File: config.mk
export PLATFORM = sky130hd
export DESIGN_NAME = midi_msg_parser
export DESIGN_NICKNAME = d
export VERILOG_FILES = /design/src/rtl/midi_msg_parser_pkg.sv /design/src/rtl/midi_msg_parser.sv
export SDC_FILE = /design/constraint.sdc
export NUM_CORES = 1
export LEC_CHECK = 0
export BUFFER_PORTS_ARGS = -buffer_cell sky130_fd_sc_hd__clkbuf_2
export CAP_MARGIN = 20
export CORE_ASPECT_RATIO = 0.7
export CORE_UTILIZATION = 45
export CTS_CLUSTER_DIAMETER = 120
export DETAILED_ROUTE_END_ITERATION = 12
export PLACE_DENSITY_LB_ADDON = 0.3
export SETUP_SLACK_MARGIN = 0.5
export SLEW_MARGIN = 20
export SYNTH_ARGS = -nofsm -noshare
export SYNTH_HDL_FRONTEND = slang
export SYNTH_SLANG_ARGS = --single-unit
File: constraint.sdc
create_clock -name clk -period 2.4 [get_ports clk]
set_input_delay 0 -clock clk [delete_from_list [all_inputs] [get_ports clk]]
set_output_delay 0 -clock clk [all_outputs]
set_load 0.01 [all_outputs]
File: src/rtl/midi_msg_parser_pkg.sv
// Shared types, status-byte constants and classification helpers for the MIDI parser.
package midi_msg_parser_pkg;

  typedef enum logic [1:0] {
    StIdle,
    StWaitD1,
    StWaitD2,
    StSysex
  } parse_state_e;

  localparam logic [7:0] ST_SYSEX = 8'hF0;
  localparam logic [7:0] ST_EOX   = 8'hF7;
  localparam logic [7:0] ST_TUNE  = 8'hF6;
  localparam logic [7:0] RT_MIN   = 8'hF8;

  localparam logic [3:0] HI_NOTE_OFF = 4'h8;
  localparam logic [3:0] HI_NOTE_ON  = 4'h9;

  // Channel voice/mode status: 80..EF.
  function automatic logic midi_is_chan(input logic [7:0] status);
    return status[7] && (status[7:4] != 4'hF);
  endfunction

  // Number of data bytes that follow a status byte; 0 for anything without data.
  function automatic logic [1:0] midi_data_len(input logic [7:0] status);
    logic [1:0] len;
    case (status[7:4])
      4'h8, 4'h9, 4'hA, 4'hB, 4'hE: len = 2'd2;
      4'hC, 4'hD:                   len = 2'd1;
      4'hF: begin
        case (status)
          8'hF2:        len = 2'd2;
          8'hF1, 8'hF3: len = 2'd1;
          default:      len = 2'd0;
        endcase
      end
      default:                      len = 2'd0;
    endcase
    return len;
  endfunction

endpackage

File: src/rtl/midi_msg_parser.sv
// MIDI byte-stream parser: running status, SysEx stripping, realtime split-out,
// and a single-entry valid/ready output holding register.
module midi_msg_parser
  import midi_msg_parser_pkg::*;
#(
  parameter bit          VEL0_IS_OFF = 1'b1,
  parameter logic [15:0] CHAN_MASK   = 16'hFFFF
) (
  input  logic       clk,
  input  logic       reset_n,
  input  logic       byte_valid,
  input  logic [7:0] byte_i,
  output logic       msg_valid,
  input  logic       msg_ready,
  output logic [7:0] msg_status,
  output logic [6:0] msg_data1,
  output logic [6:0] msg_data2,
  output logic [1:0] msg_len,
  output logic       rt_valid,
  output logic [7:0] rt_byte,
  output logic       overflow,
  output logic [7:0] orphan_cnt,
  input  logic       err_clr
);

  parse_state_e r_state, w_state_d;
  logic [7:0]   r_run_status, w_run_status_d;
  logic         r_run_valid, w_run_valid_d;
  logic [7:0]   r_cur_status, w_cur_status_d;
  logic [6:0]   r_d1, w_d1_d;

  logic         r_msg_valid;
  logic [7:0]   r_msg_status;
  logic [6:0]   r_msg_data1;
  logic [6:0]   r_msg_data2;
  logic [1:0]   r_msg_len;
  logic         r_rt_valid;
  logic [7:0]   r_rt_byte;
  logic         r_overflow;
  logic [7:0]   r_orphan_cnt;

  logic         w_is_rt;
  logic [7:0]   w_frame_status;
  logic         w_emit;
  logic [7:0]   w_emit_status;
  logic [6:0]   w_emit_d1;
  logic [6:0]   w_emit_d2;
  logic [1:0]   w_emit_len;
  logic         w_orphan_evt;
  logic         w_emit_ok;
  logic         w_vel0_off;
  logic [7:0]   w_load_status;
  logic         w_can_load;
  logic         w_ovf_evt;

  assign w_is_rt = byte_valid && (byte_i >= RT_MIN);

  // In IDLE a data byte can only start a message through running status.
  assign w_frame_status = (r_state == StIdle) ? r_run_status : r_cur_status;

  // Next-state: classify the incoming byte and assemble messages.
  always_comb begin
    w_state_d      = r_state;
    w_run_status_d = r_run_status;
    w_run_valid_d  = r_run_valid;
    w_cur_status_d = r_cur_status;
    w_d1_d         = r_d1;
    w_emit         = 1'b0;
    w_emit_status  = 8'h00;
    w_emit_d1      = 7'h00;
    w_emit_d2      = 7'h00;
    w_emit_len     = 2'd0;
    w_orphan_evt   = 1'b0;

    if (byte_valid && !w_is_rt) begin
      if (byte_i[7]) begin
        if (midi_is_chan(byte_i)) begin
          w_run_status_d = byte_i;
          w_run_valid_d  = 1'b1;
          w_cur_status_d = byte_i;
          w_state_d      = StWaitD1;
        end else if (byte_i == ST_SYSEX) begin
          w_run_valid_d = 1'b0;
          w_state_d     = StSysex;
        end else if (byte_i == ST_TUNE) begin
          // Tune request carries no data; running status is left alone.
          w_emit        = 1'b1;
          w_emit_status = byte_i;
          w_state_d     = StIdle;
        end else if (midi_data_len(byte_i) != 2'd0) begin
          w_run_valid_d  = 1'b0;
          w_cur_status_d = byte_i;
          w_state_d      = StWaitD1;
        end else begin
          // F4, F5, F7 (EOX).
          w_run_valid_d = 1'b0;
          w_state_d     = StIdle;
        end
      end else begin
        unique case (r_state)
          StIdle, StWaitD1: begin
            if (r_state == StWaitD1 || r_run_valid) begin
              w_cur_status_d = w_frame_status;
              w_d1_d         = byte_i[6:0];
              if (midi_data_len(w_frame_status) == 2'd1) begin
                w_emit        = 1'b1;
                w_emit_status = w_frame_status;
                w_emit_d1     = byte_i[6:0];
                w_emit_len    = 2'd1;
                w_state_d     = midi_is_chan(w_frame_status) ? StWaitD1 : StIdle;
              end else begin
                w_state_d = StWaitD2;
              end
            end else begin
              w_orphan_evt = 1'b1;
            end
          end
          StWaitD2: begin
            w_emit        = 1'b1;
            w_emit_status = r_cur_status;
            w_emit_d1     = r_d1;
            w_emit_d2     = byte_i[6:0];
            w_emit_len    = 2'd2;
            w_state_d     = midi_is_chan(r_cur_status) ? StWaitD1 : StIdle;
          end
          StSysex: ;
          default: ;
        endcase
      end
    end
  end

  // Masked channels are parsed but never reach the output or the overflow flag.
  assign w_emit_ok = w_emit &&
                     (!midi_is_chan(w_emit_status) || CHAN_MASK[w_emit_status[3:0]]);
  assign w_vel0_off = VEL0_IS_OFF && (w_emit_status[7:4] == HI_NOTE_ON) &&
                      (w_emit_len == 2'd2) && (w_emit_d2 == 7'h00);
  assign w_load_status = w_vel0_off ? {HI_NOTE_OFF, w_emit_status[3:0]} : w_emit_status;
  assign w_can_load    = !r_msg_valid || msg_ready;
  assign w_ovf_evt     = w_emit_ok && !w_can_load;

  // Parser state and running-status registers.
  always_ff @(posedge clk) begin
    if (!reset_n) begin
      r_state      <= StIdle;
      r_run_status <= 8'h00;
      r_run_valid  <= 1'b0;
      r_cur_status <= 8'h00;
      r_d1         <= 7'h00;
    end else begin
      r_state      <= w_state_d;
      r_run_status <= w_run_status_d;
      r_run_valid  <= w_run_valid_d;
      r_cur_status <= w_cur_status_d;
      r_d1         <= w_d1_d;
    end
  end

  // Output holding register: load on emit when free or being drained this cycle.
  always_ff @(posedge clk) begin
    if (!reset_n) begin
      r_msg_valid  <= 1'b0;
      r_msg_status <= 8'h00;
      r_msg_data1  <= 7'h00;
      r_msg_data2  <= 7'h00;
      r_msg_len    <= 2'd0;
    end else if (w_emit_ok && w_can_load) begin
      r_msg_valid  <= 1'b1;
      r_msg_status <= w_load_status;
      r_msg_data1  <= w_emit_d1;
      r_msg_data2  <= w_emit_d2;
      r_msg_len    <= w_emit_len;
    end else if (r_msg_valid && msg_ready) begin
      r_msg_valid <= 1'b0;
    end
  end

  // Realtime bytes bypass the parser as a one-cycle pulse.
  always_ff @(posedge clk) begin
    if (!reset_n) begin
      r_rt_valid <= 1'b0;
      r_rt_byte  <= 8'h00;
    end else begin
      r_rt_valid <= w_is_rt;
      if (w_is_rt) begin
        r_rt_byte <= byte_i;
      end
    end
  end

  // Error flags: a same-cycle event takes precedence over err_clr.
  always_ff @(posedge clk) begin
    if (!reset_n) begin
      r_overflow   <= 1'b0;
      r_orphan_cnt <= 8'h00;
    end else begin
      if (w_ovf_evt) begin
        r_overflow <= 1'b1;
      end else if (err_clr) begin
        r_overflow <= 1'b0;
      end
      if (w_orphan_evt) begin
        if (err_clr) begin
          r_orphan_cnt <= 8'd1;
        end else if (r_orphan_cnt != 8'hFF) begin
          r_orphan_cnt <= r_orphan_cnt + 8'd1;
        end
      end else if (err_clr) begin
        r_orphan_cnt <= 8'h00;
      end
    end
  end

  assign msg_valid  = r_msg_valid;
  assign msg_status = r_msg_status;
  assign msg_data1  = r_msg_data1;
  assign msg_data2  = r_msg_data2;
  assign msg_len    = r_msg_len;
  assign rt_valid   = r_rt_valid;
  assign rt_byte    = r_rt_byte;
  assign overflow   = r_overflow;
  assign orphan_cnt = r_orphan_cnt;

endmodule
Word level (Yosys, flattened, before mapping) --
Memory sizes are Yosys's and may differ from the RTL's. Index checks and enable logic that the tools add are counted.
Word-level totals: bits in registers 69, ROM bits 16, logic and storage cells 177, memories kept 1
Operators by class: add/subtract/negate cells 1, $lt $le $gt $ge 2, eq/ne operators 39, multiplexer cells 77, bitwise gates (word level) 1, reductions and logical operators 42
Memories:
- (no name shown) | depth 16, bits a word 1, read ports 1, clocked after memory_dff 0, write ports 0, RTL line midi_msg_parser.sv:135 | (!midi_is_chan(w_emit_status) || CHAN_MASK[w_emit_status[3:0]]);
Operators with widths (count):
- 2-to-1 mux 8 bit | 20
- == test 4 bit, second input constant | 17
- == test 8 bit, second input constant | 8
- 2-to-1 mux 7 bit | 7
- 2-to-1 mux 2 bit | 16
- 2-to-1 mux 1 bit | 25
- != test 4 bit, second input constant | 4
- case mux 2 bit (2 select lines) | 4
- case mux 8 bit (2 select lines) | 1
- case mux 7 bit (2 select lines) | 1
- nonzero test 2 bit | 7
- logical AND 1 bit | 12
- != test 3 bit, second input constant | 4
- case mux 2 bit (3 select lines) | 2
- OR reduction 2 bit | 5
- OR reduction 5 bit | 2
- AND reduction 3 bit | 3
- adder 8 x 1 -> 8 bit, second input constant | 1
- greater-or-equal comparator 8 bit, second input constant | 1
- != test 8 bit, second input constant | 1
- logical NOT 7 bit | 1
- AND reduction 6 bit | 1
- less-than comparator 4 x 5 -> 1 bit, second input constant | 1
- == test 2 x 1 -> 1 bit, second input constant | 2
- other kinds (10) | 16

Longest topological paths before layout --
Gate-level depths: netlist of run 1.
word-level depth 23, mapped depth 10, gate-level depth less buffers 7

Worst setup path before layout of run 1 --
OpenSTA, ideal clock, no wires.
kind reg2reg, from reg r_state[1], to reg r_msg_status[7] (netlist: msg_status[7]), setup time 122 ps, arrival time 1914 ps, required time 2278 ps, slack 364 ps, stages on the path, launching flop included 11, path buffers 4, clock period less this slack 2036 ps, cell sequence dfxtp_1 > buf_6 > or2_0 > buf_2 > o221a_4 > a2111oi_4 > nor3_4 > buf_6 > buf_8 > o2111ai_2 > o21ai_1
Between the ends: cells in the longest elaborated chain, start to end 22, elaborated cells between the ends (all ways) 59
Ends and longest elaborated chain:
- from (decl) | RTL line midi_msg_parser.sv:26 | parse_state_e r_state, w_state_d;
- from (signal assigned) | RTL line midi_msg_parser.sv:145 | r_state <= StIdle;
- from (signal assigned) | RTL line midi_msg_parser.sv:151 | r_state <= w_state_d;
- branches (longest 22 deep; another with 2-to-1 mux 8 bit)
- to (signal assigned) | RTL line midi_msg_parser.sv:169 | r_msg_status <= w_load_status;
- to (decl) | RTL line midi_msg_parser.sv:33 | logic [7:0] r_msg_status;
Parallel ways; which one is timed is not known. The select of a mux whose other input is x is not followed. A chain may end at the register's enable or synchronous reset.

Worst setup path in the final report of run 1 --
from reg r_state[1], to reg r_msg_data1[2] (netlist: msg_data1[2])
Between the ends: cells in the longest elaborated chain, start to end 22, elaborated cells between the ends (all ways) 50
Ends and longest elaborated chain:
- branches (longest 22 deep; another with 2-to-1 mux 8 bit)
- to (signal assigned) | RTL line midi_msg_parser.sv:170 | r_msg_data1 <= w_emit_d1;
- to (decl) | RTL line midi_msg_parser.sv:34 | logic [6:0] r_msg_data1;
Parallel ways; which one is timed is not known. The select of a mux whose other input is x is not followed.

==> out/qor.yml, run 1 <==
start_util: 0.480
vias: 3402
required_ps: 2680
ys.warnings.count: 0
end_kind: "register"
slowest_delay_ps: 360
ir_drop_mv: 0.485
synth.most_common_cell: "dfxtp_1"
synth-seq-cells: 69
drive_above_1_share: 0.394
synth_top_flop_cell: "dfxtp_1"
synth_edf_count: 0
status: "finished clean"
critical_path_class: "register to register"
tightest_slew_ps: 763
final_antenna_net_count: 0
switching_share: 0.271
seq_area_frac_synth: 0.414
holdWs_ps: 70.7
p_sw_w: 0.000744
arrival_ps: 2460
start_kind: "register"
antenna_found_initial: 0
finalCriticalPeriod_ps: 2190
seq_power_share: 0.443
nNetsFinal: 481
min_period_over_period: 0.911
dp_slack_ps: -233
multi_input_area_um2: 2010
port_buffers: 55
drv_slew: 0
drv_cap: 0
cts_sinks: 69
synth-adder-area-share: 0.00375
diodes: 0
grt_setup_unrepaired: "true"
cp_slowest_cell: "dfxtp_4"
root_buffer: "clkbuf_8"
clock-skew-final_ps: 10.2
post-route-drc-count: 0
hpwl_um: 6530
grt_pass1_vias: 3151
clk_path_buf_depth: 2
grt_max_degree: 38
path_cells: "buf_6, and4bb_4, o221a_4, a2111oi_4, buf_4, nor3_4, buf_12, buf_12, nand3b_4, o22ai_2"
ys_types: 64
synth_compound_area_frac: 0.246
grt_util_all_layers: 0.280
cp_max_fo: 7
place_congestion: 0.969
cts_tree: "built"
fillers: 575
htree_levels: 3
ios: 56
synth_nets: 391
avgSynthCellArea_um2: 8.85
p_per_area_nw_per_um2: 607
maxSlewHeadroom: 0.492
hold_viol_final: 0
synthMuxAreaShare: 0.0420
hold_path_class: "primary input to register"
die_area_um2: 7770
synth_common_cells: "dfxtp_1 (69), nor2_1 (50), nand2_1 (32)"
pwr-share-comb: 0.167
die_x_um: 105
cellLeakagePower_nw: 1.79
seqCellArea_um2: 1390
gr-total-overflow: 0
rows: 25
wl_per_cell_um: 18.5
dieHeight_um: 74.0
core_um2: 6940
first_pass_iters: 5
setup_violations: 0
clkPwrFrac: 0.389
cts_buffers: 9
syn_area_um2: 3340
grt_pass1_wl_um: 16600
clock.fmax_mhz: 457
synth_top_family_by_area: "compound AO/OA/AOI/OAI gates"
synth_xor_area_frac: 0.00525
netlist_instances: 377
clk_latency_ps: 350
cpMostUsedCell: "buf_12"
intPower_w: 0.00200
crit_family: "simple AND/OR/NAND/NOR gates"
drt_iter0_markers: 322
r2r_setup_slack_ps: 210
fin_cells: 566
syn_to_final_growth_pct: 35.6
dp_cells: 532
setup_slack_ps: 213
post-synth-top-area-cell: "dfxtp_1"
synth_area_leaders: "dfxtp_1 (41%), nor2_1 (5.6%), mux2i_1 (4.2%)"
synth_top_cell_area_share: 0.414
final.setup.tns_ps: 0
via_per_inst: 6.01
yosys.area_share.simple: 0.231
final_core_util: 0.651
path_buf_inv: 4
clkTransAtPathRegs_ps: 80
synth_async_sr_flop_share: 0
wl_um: 10500
through the flow:
stage / power (W) / instance area, µm²
2_1_floorplan: 0.00147 / 3350
3_3_place_gp: 0.00159 / 3830
3_5_place_dp: 0.00160 / 3830
4_1_cts: 0.00273 / 4430
5_1_grt: 0.00285 / 4520
6_report: 0.00274 / 4520
worst paths after layout:
path | startpoint | end | cells past startpoint
setup / recovery | r_state[1] | msg_data1[2] | 10
hold / removal | byte_i[4] | msg_data2[4] | 4
setup reg to reg | r_state[1] | msg_data1[2] | 10
hold reg to reg | msg_status[7] | msg_status[7] | 2
kinds of logic after synthesis:
group | count (synthesis)
and+or+nand+nor | 149
xor gates and xnor gates | 2
muxes | 14
adders and majority gates | 1
AOI/OAI and AO/OA | 106
buffers and inverters | 36
DFF | 69
worst reg2reg max path: stages, from the launching register on:
cell       delay (ps)
dfxtp_4           360
buf_6             120
and4bb_4          350
o221a_4           230
a2111oi_4          40
buf_4             170
nor3_4            210
buf_12            150
buf_12            140
nand3b_4          130
o22ai_2           220
power groups by stage:
stage	logic [W]	registers, W	clock network (W)
6_report	0.000459	0.00122	0.00107
2_1_floorplan	0.000238	0.00123	0
3_3_place_gp	0.000354	0.00124	0
3_5_place_dp	0.000361	0.00124	0
5_1_grt	0.000489	0.00122	0.00114
4_1_cts	0.000435	0.00121	0.00108
registers in the layout, indices dropped and copies added (netlist names):
register / count
orphan_cnt: 8
msg_len: 2
r_run_valid: 1
msg_data2: 7
overflow: 1
rt_valid: 1
msg_valid: 1
msg_data1: 7
r_state: 2
rt_byte: 8
r_run_status: 8
r_d1: 7
r_cur_status: 8
msg_status: 8
final cells by class:
cell class | count | area share
sequential | 69 | 0.307
inverter | 9 | 0.00747
clock inverter | 5 | 0.0185
clock buffer | 11 | 0.0313
multi-input combinational | 274 | 0.445
timing repair buffer | 104 | 0.165
tap | 94 | 0.0260
placed cells by master, fill, tap and decap left out, types with 3 or more instances in the layout:
cell      Yosys  routed
o22ai_2       0       8
nand3_2       4       4
buf_12        0       4
buf_6         5       7
o21ai_0      15      13
nand4_1       4       4
o221a_2      11       9
nand2b_1     11       4
buf_4         0      35
a32oi_1       4       4
nand2b_4      0       7
nor2_1       50      48
a21oi_1      26      22
nor3_1       11      10
nand2_1      32      32
a21oi_2       4       8
nor2b_1       5       5
nand3_1       8       8
a22oi_1       7       7
inv_1         8       8
clkbuf_8      0      10
dfxtp_1      69      66
o22ai_1      12       4
clkbuf_2      0      55
and3_1        5       4
o21ai_1       1       3
o221a_4       1       3
mux2i_1      14      14
metal layers:
layer,track usage,part of all wire,vias up
met2,0.427,0.43,202
met1,0.365,0.45,1605
met3,0.107,0.094,35
met4,0.108,0.028,0
met5,0,0,-
li1,-,-,1560
what timing repair did:
action	in CTS	in global routing
setup buffers	13	0
resized for setup	32	19
cloned	3	0
endpoints found under the hold margin	2	0
pin swaps	31	8
hold buffers	2	0
setup endpoints to repair	33	32
Note: power is estimated with default switching activity, not from simulation.
==> inputs of run 2 (changes only) <==
CORE_ASPECT_RATIO = 1.4   (was 0.7)
==> out/qor.yml, run 2 (synthesized netlist as in run 1, its figures left out) <==
end_kind: "register"
syn_to_final_growth_pct: 34.1
wl_per_cell_um: 17.2  # -7.3%
clock.fmax_mhz: 469  # +2.6%
die_x_um: 74.8  # -29%
htree_levels: 3  # unchanged
cts_tree: "built"
intPower_w: 0.00181  # -9.3%
grt_pass1_wl_um: 15100  # -9.2%
cellLeakagePower_nw: 1.81  # +1.2%
ios: 56  # unchanged
first_pass_iters: 5  # unchanged
fillers: 619  # +7.7%
layout_commonest_cell: "dfxtp_1"
most-common-layout-cells: "dfxtp_1 (67), clkbuf_2 (55), buf_4 (49), nor2_1 (46), nand2_1 (32)"
gr-total-overflow: 0  # unchanged
arrival_ps: 2420  # -40 ps
setup_violations: 0  # unchanged
critical_path_class: "register to register"
min_period_over_period: 0.888  # -0.0231
p_per_area_nw_per_um2: 568  # -6.3%
seq_power_share: 0.478  # +0.035
grt_util_all_layers: 0.257  # -0.0234
clk_latency_ps: 360  # about the same
cts_sinks: 69  # unchanged
ir_drop_mv: 0.298  # -39%
place_congestion: 0.870  # -10%
diodes: 0  # unchanged
clkTransAtPathRegs_ps: 80  # about the same
hpwl_um: 6530  # about the same
grt_setup_unrepaired: "true"
post-route-drc-count: 0  # unchanged
cp_max_fo: 7  # unchanged
cts_buffers: 9  # unchanged
die_area_um2: 7770  # about the same
tightest_slew_ps: 753  # -9.26 ps
start_kind: "register"
port_buffers: 55  # unchanged
core_um2: 7070  # +1.8%
final_antenna_net_count: 0  # unchanged
clock-skew-final_ps: 8.98  # -1.18 ps
final_core_util: 0.633  # -0.0188
drive_above_1_share: 0.398  # +0.00427
finalCriticalPeriod_ps: 2130  # -55.3 ps
clk_path_buf_depth: 2  # unchanged
hold_viol_final: 0  # unchanged
dieHeight_um: 104  # +40%
switching_share: 0.287  # +0.0157
maxSlewHeadroom: 0.496  # +0.00432
start_util: 0.472  # -0.00867
status: "finished clean"
hold_path_class: "primary input to register"
rows: 36  # +44%
root_buffer: "clkbuf_8"
wl_um: 9920  # -5.5%
grt_max_degree: 38  # unchanged
grt_pass1_vias: 3026  # -4.0%
vias: 3331  # -2.1%
nNetsFinal: 491  # +2.1%
p_sw_w: 0.000729  # -1.9%
drv_cap: 0  # unchanged
multi_input_area_um2: 1950  # -3.0%
clkPwrFrac: 0.341  # -0.048
seqCellArea_um2: 1390  # about the same
required_ps: 2690  # about the same
drv_slew: 0  # unchanged
via_per_inst: 5.77  # -4.0%
finalPower_w: 0.00254  # -7.3%
pwr-share-comb: 0.181  # +0.014
drt_iter0_markers: 251  # -22%
antenna_found_initial: 0  # unchanged
run 2: final timing paths:
check	cells after the start	endpoint	slack (ps)	start
setup / recovery	9	msg_data2[6]	270	r_state[1]
hold / removal	4	msg_valid	10	msg_ready
setup reg to reg	9	msg_data2[6]	270	r_state[1]
hold reg to reg	2	msg_status[0]	470	msg_status[0]
run 2: critical path: stages, from the launching register on:
cell       delay (ps)
dfxtp_4           360
buf_6             130
o211a_4           250
o2bb2a_4          230
a2111oi_4         450
nor3_4             90
buf_6             160
clkbuf_16         140
nand2b_4          130
a21oi_2           120
run 2: power by group through the flow:
stage | combinational, W | clock, W | sequential (W)
2_1_floorplan | 0.000238 | 0 | 0.00123
3_3_place_gp | 0.000370 | 0 | 0.00124
3_5_place_dp | 0.000376 | 0 | 0.00124
4_1_cts | 0.000425 | 0.000871 | 0.00121
5_1_grt | 0.000489 | 0.000927 | 0.00122
6_report | 0.000461 | 0.000867 | 0.00121
run 2: metal layers:
metal  track usage  vias up  wire (µm)
met2         0.431      139       5210
met3        0.0659       40        555
li1              -     1569          -
met4         0.109        0        368
met1         0.301     1583       3780
met5             0        -          0
run 2: area by class of cell:
type                    instances  area share
repair buffers                115       0.180
clock buffers                  11      0.0338
flip-flops and latches         69       0.310
multi-input cells             273       0.436
inverters                       9     0.00755
clock inverters                 5     0.00559
well taps                      95      0.0266
run 2: timing repair:
| action | CTS | global route |
|---|---|---|
| buffers inserted | 12 | 5 |
| hold endpoints to repair | 2 | 0 |
| resized for setup | 30 | 16 |
| pin swaps | 8 | 9 |
| hold buffers | 1 | 0 |
| gates cloned | 1 | 2 |
| setup endpoints to repair | 33 | 32 |
run 2: through the flow:
step           std cells  setup slack [ps]  hold slack (ps)  setup TNS, ps  cell area (µm²)
2_1_floorplan        377               474              147              0             3350
3_3_place_gp         539              -231              323          -2730             3880
3_5_place_dp         540              23.7              324              0             3890
4_1_cts              570               322             11.7              0             4340
5_1_grt              577               215             18.5              0             4470
6_report             577               268             12.2              0             4470
==> inputs of run 3 (changes only) <==
CORE_UTILIZATION = 55   (was 45)
GPL_TIMING_DRIVEN = 0   (was unset)
==> out/qor.yml, run 3 (synthesized netlist as in run 1, its figures left out) <==
grt_util_all_layers: 0.314  # +0.0574
hold_path_class: "primary input to register"
drt_iter0_markers: 257  # +2.4%
switching_share: 0.283  # -0.00374
core_um2: 5860  # -17%
start_kind: "register"
layout_commonest_cell: "dfxtp_1"
cts_sinks: 69  # unchanged
most-common-layout-cells: "dfxtp_1 (67), clkbuf_2 (51), nor2_1 (43), nand2_1 (32), a21oi_1 (25)"
nNetsFinal: 471  # -4.1%
hpwl_um: 6470  # -0.80%
maxSlewHeadroom: 0.553  # +0.0572
clock-skew-final_ps: 12.0  # +3.04 ps
drv_cap: 0  # unchanged
holdWs_ps: -0.113  # -12.3 ps
grt_pass1_vias: 2950  # -2.5%
status: "finished with violations"
drv_slew: 0  # unchanged
via_per_inst: 6.08  # +5.3%
r2r_start: "r_state[1]"
end_kind: "register"
root_buffer: "clkbuf_8"
hold_end: "msg_valid"
arrival_ps: 2420  # about the same
postPlaceCellArea_um2: 3690  # -5.2%
clkTransAtPathRegs_ps: 80  # about the same
p_per_area_nw_per_um2: 614  # +8.1%
cp_max_fo: 10  # +3
critical_path_class: "register to register"
r2r_cells: 9  # unchanged
met3WireLength_um: 521  # -6.1%
first_pass_iters: 5  # unchanged
clk_latency_ps: 350  # about the same
m1WireLength_um: 3770  # -0.26%
violations: "negative hold slack"
r2r_setup_slack_ps: 260  # about the same
whs_path_depth: 4  # unchanged
htree_levels: 3  # unchanged
die_x_um: 67.8  # -9.3%
port_buffers: 50  # -9.1%
wl_per_cell_um: 18.2  # +5.8%
hold_viol_final: 1  # +1
ir_drop_mv: 0.392  # +31%
post-route-drc-count: 0  # unchanged
diodes: 0  # unchanged
finalCriticalPeriod_ps: 2140  # +13.1 ps
antenna_found_initial: 0  # unchanged
required_ps: 2670  # -20 ps
clock.fmax_mhz: 466  # -0.61%
wl_um: 9670  # -2.5%
highest_layer: "met4"
ios: 56  # unchanged
cts_tree: "built"
met2_length_um: 4910  # -5.8%
drive_above_1_share: 0.338  # -0.0607
place_congestion: 0.956  # +9.8%
p_sw_w: 0.000737  # +1.1%
gr-total-overflow: 0  # unchanged
grt_pass1_wl_um: 14600  # -3.0%
worstHoldStart: "msg_ready"
cts_buffers: 9  # unchanged
r2r_end: "msg_data2[3]"
tightest_slew_ps: 670  # -83.0 ps
rows: 33  # -8.3%
fillers: 469  # -24%
syn_to_final_growth_pct: 27.1
clk_path_buf_depth: 2  # unchanged
start_util: 0.569  # +0.0972
pwr-share-comb: 0.162  # -0.019
die_area_um2: 6380  # -18%
final_antenna_net_count: 0  # unchanged
dieHeight_um: 94.1  # -9.4%
seq_power_share: 0.467  # -0.011
min_period_over_period: 0.894  # +0.00546
final.setup.tns_ps: 0  # unchanged
cellLeakagePower_nw: 1.65  # -9.0%
vias: 3234  # -2.9%
final_area_um2: 4240  # -5.2%
intPower_w: 0.00187  # +3.0%
clkPwrFrac: 0.371  # +0.030
grt_setup_unrepaired: "true"
setup_violations: 0  # unchanged
grt_max_degree: 13  # -66%
[run 3: changes by cell type in the layout (fill, tap and decap cells not counted), moves of 4 or more]
cell      delta
buf_2        +8
buf_4       -39
clkbuf_1    +11
clkbuf_2     -4
clkinv_2     -4
nand2b_1     +4
nand2b_4     -4
[run 3: cell type report]
cell class                 count  area, µm²  area share
clock buffer                  11        141      0.0334
tap                           70       87.6      0.0207
buffer                        27        169      0.0398
inverter                       9       33.8     0.00797
timing repair buffer          69        430       0.102
sequential                    69       1390       0.327
multi-input combinational    272       1930       0.456
clock inverter                 5       58.8      0.0139
[run 3: power groups by stage]
stage / Combinational, W / Clock (W) / Sequential [W]
floorplan: 0.000238 / 0 / 0.00123
global placement: 0.000325 / 0 / 0.00124
detailed placement: 0.000329 / 0 / 0.00124
CTS: 0.000368 / 0.000967 / 0.00121
global route: 0.000448 / 0.00102 / 0.00122
finish: 0.000422 / 0.000966 / 0.00122
[run 3: repair_timing]
item,in CTS,in global routing
hold buffers,4,0
gates resized for setup,17,35
pin swaps,3,11
buffers inserted,4,9
gates cloned,1,1
hold endpoints to repair,5,0
setup endpoints to repair,40,40
[run 3: worst max-delay path by stage]
| stage | startpoint | endpoint | slack, ps |
|---|---|---|---|
| after floorplan | r_state[0] | msg_status[7] | 470 |
| after CTS | r_state[1] | msg_data1[1] | 310 |
| after global routing | r_state[1] | msg_status[2] | 220 |
| after global placement | r_state[0] | msg_data2[2] | 160 |
| after detailed placement | r_state[0] | msg_data2[3] | 100 |
| final | r_state[1] | msg_data2[3] | 260 |
[run 3: stage by stage]
stage	utilization	std cells	worst slack (ps)	hold slack, ps	total power, W
finish	0.723	532	255	-0.113	0.00260
global route	0.723	532	216	7.80	0.00269
CTS	0.693	522	307	1.87	0.00255
detailed placement	0.630	497	99.1	331	0.00157
global placement	0.630	497	160	321	0.00156
floorplan	-	377	474	147	0.00147
[run 3: critical path: stages (launching register included)]
cell and delay [ps]:
dfxtp_2 320, buf_6 120, or4_4 540, o31ai_4 110, a2111oi_4 150, nor3_4 210, buf_6 200, buf_8 150
nand3_1 90, a21oi_1 170
[run 3: per-layer routing]
metal / GRT usage / up-vias
met4: 0.207 / 0
met2: 0.527 / 127
li1: - / 1536
met1: 0.359 / 1533
met5: 0 / -
met3: 0.0449 / 38
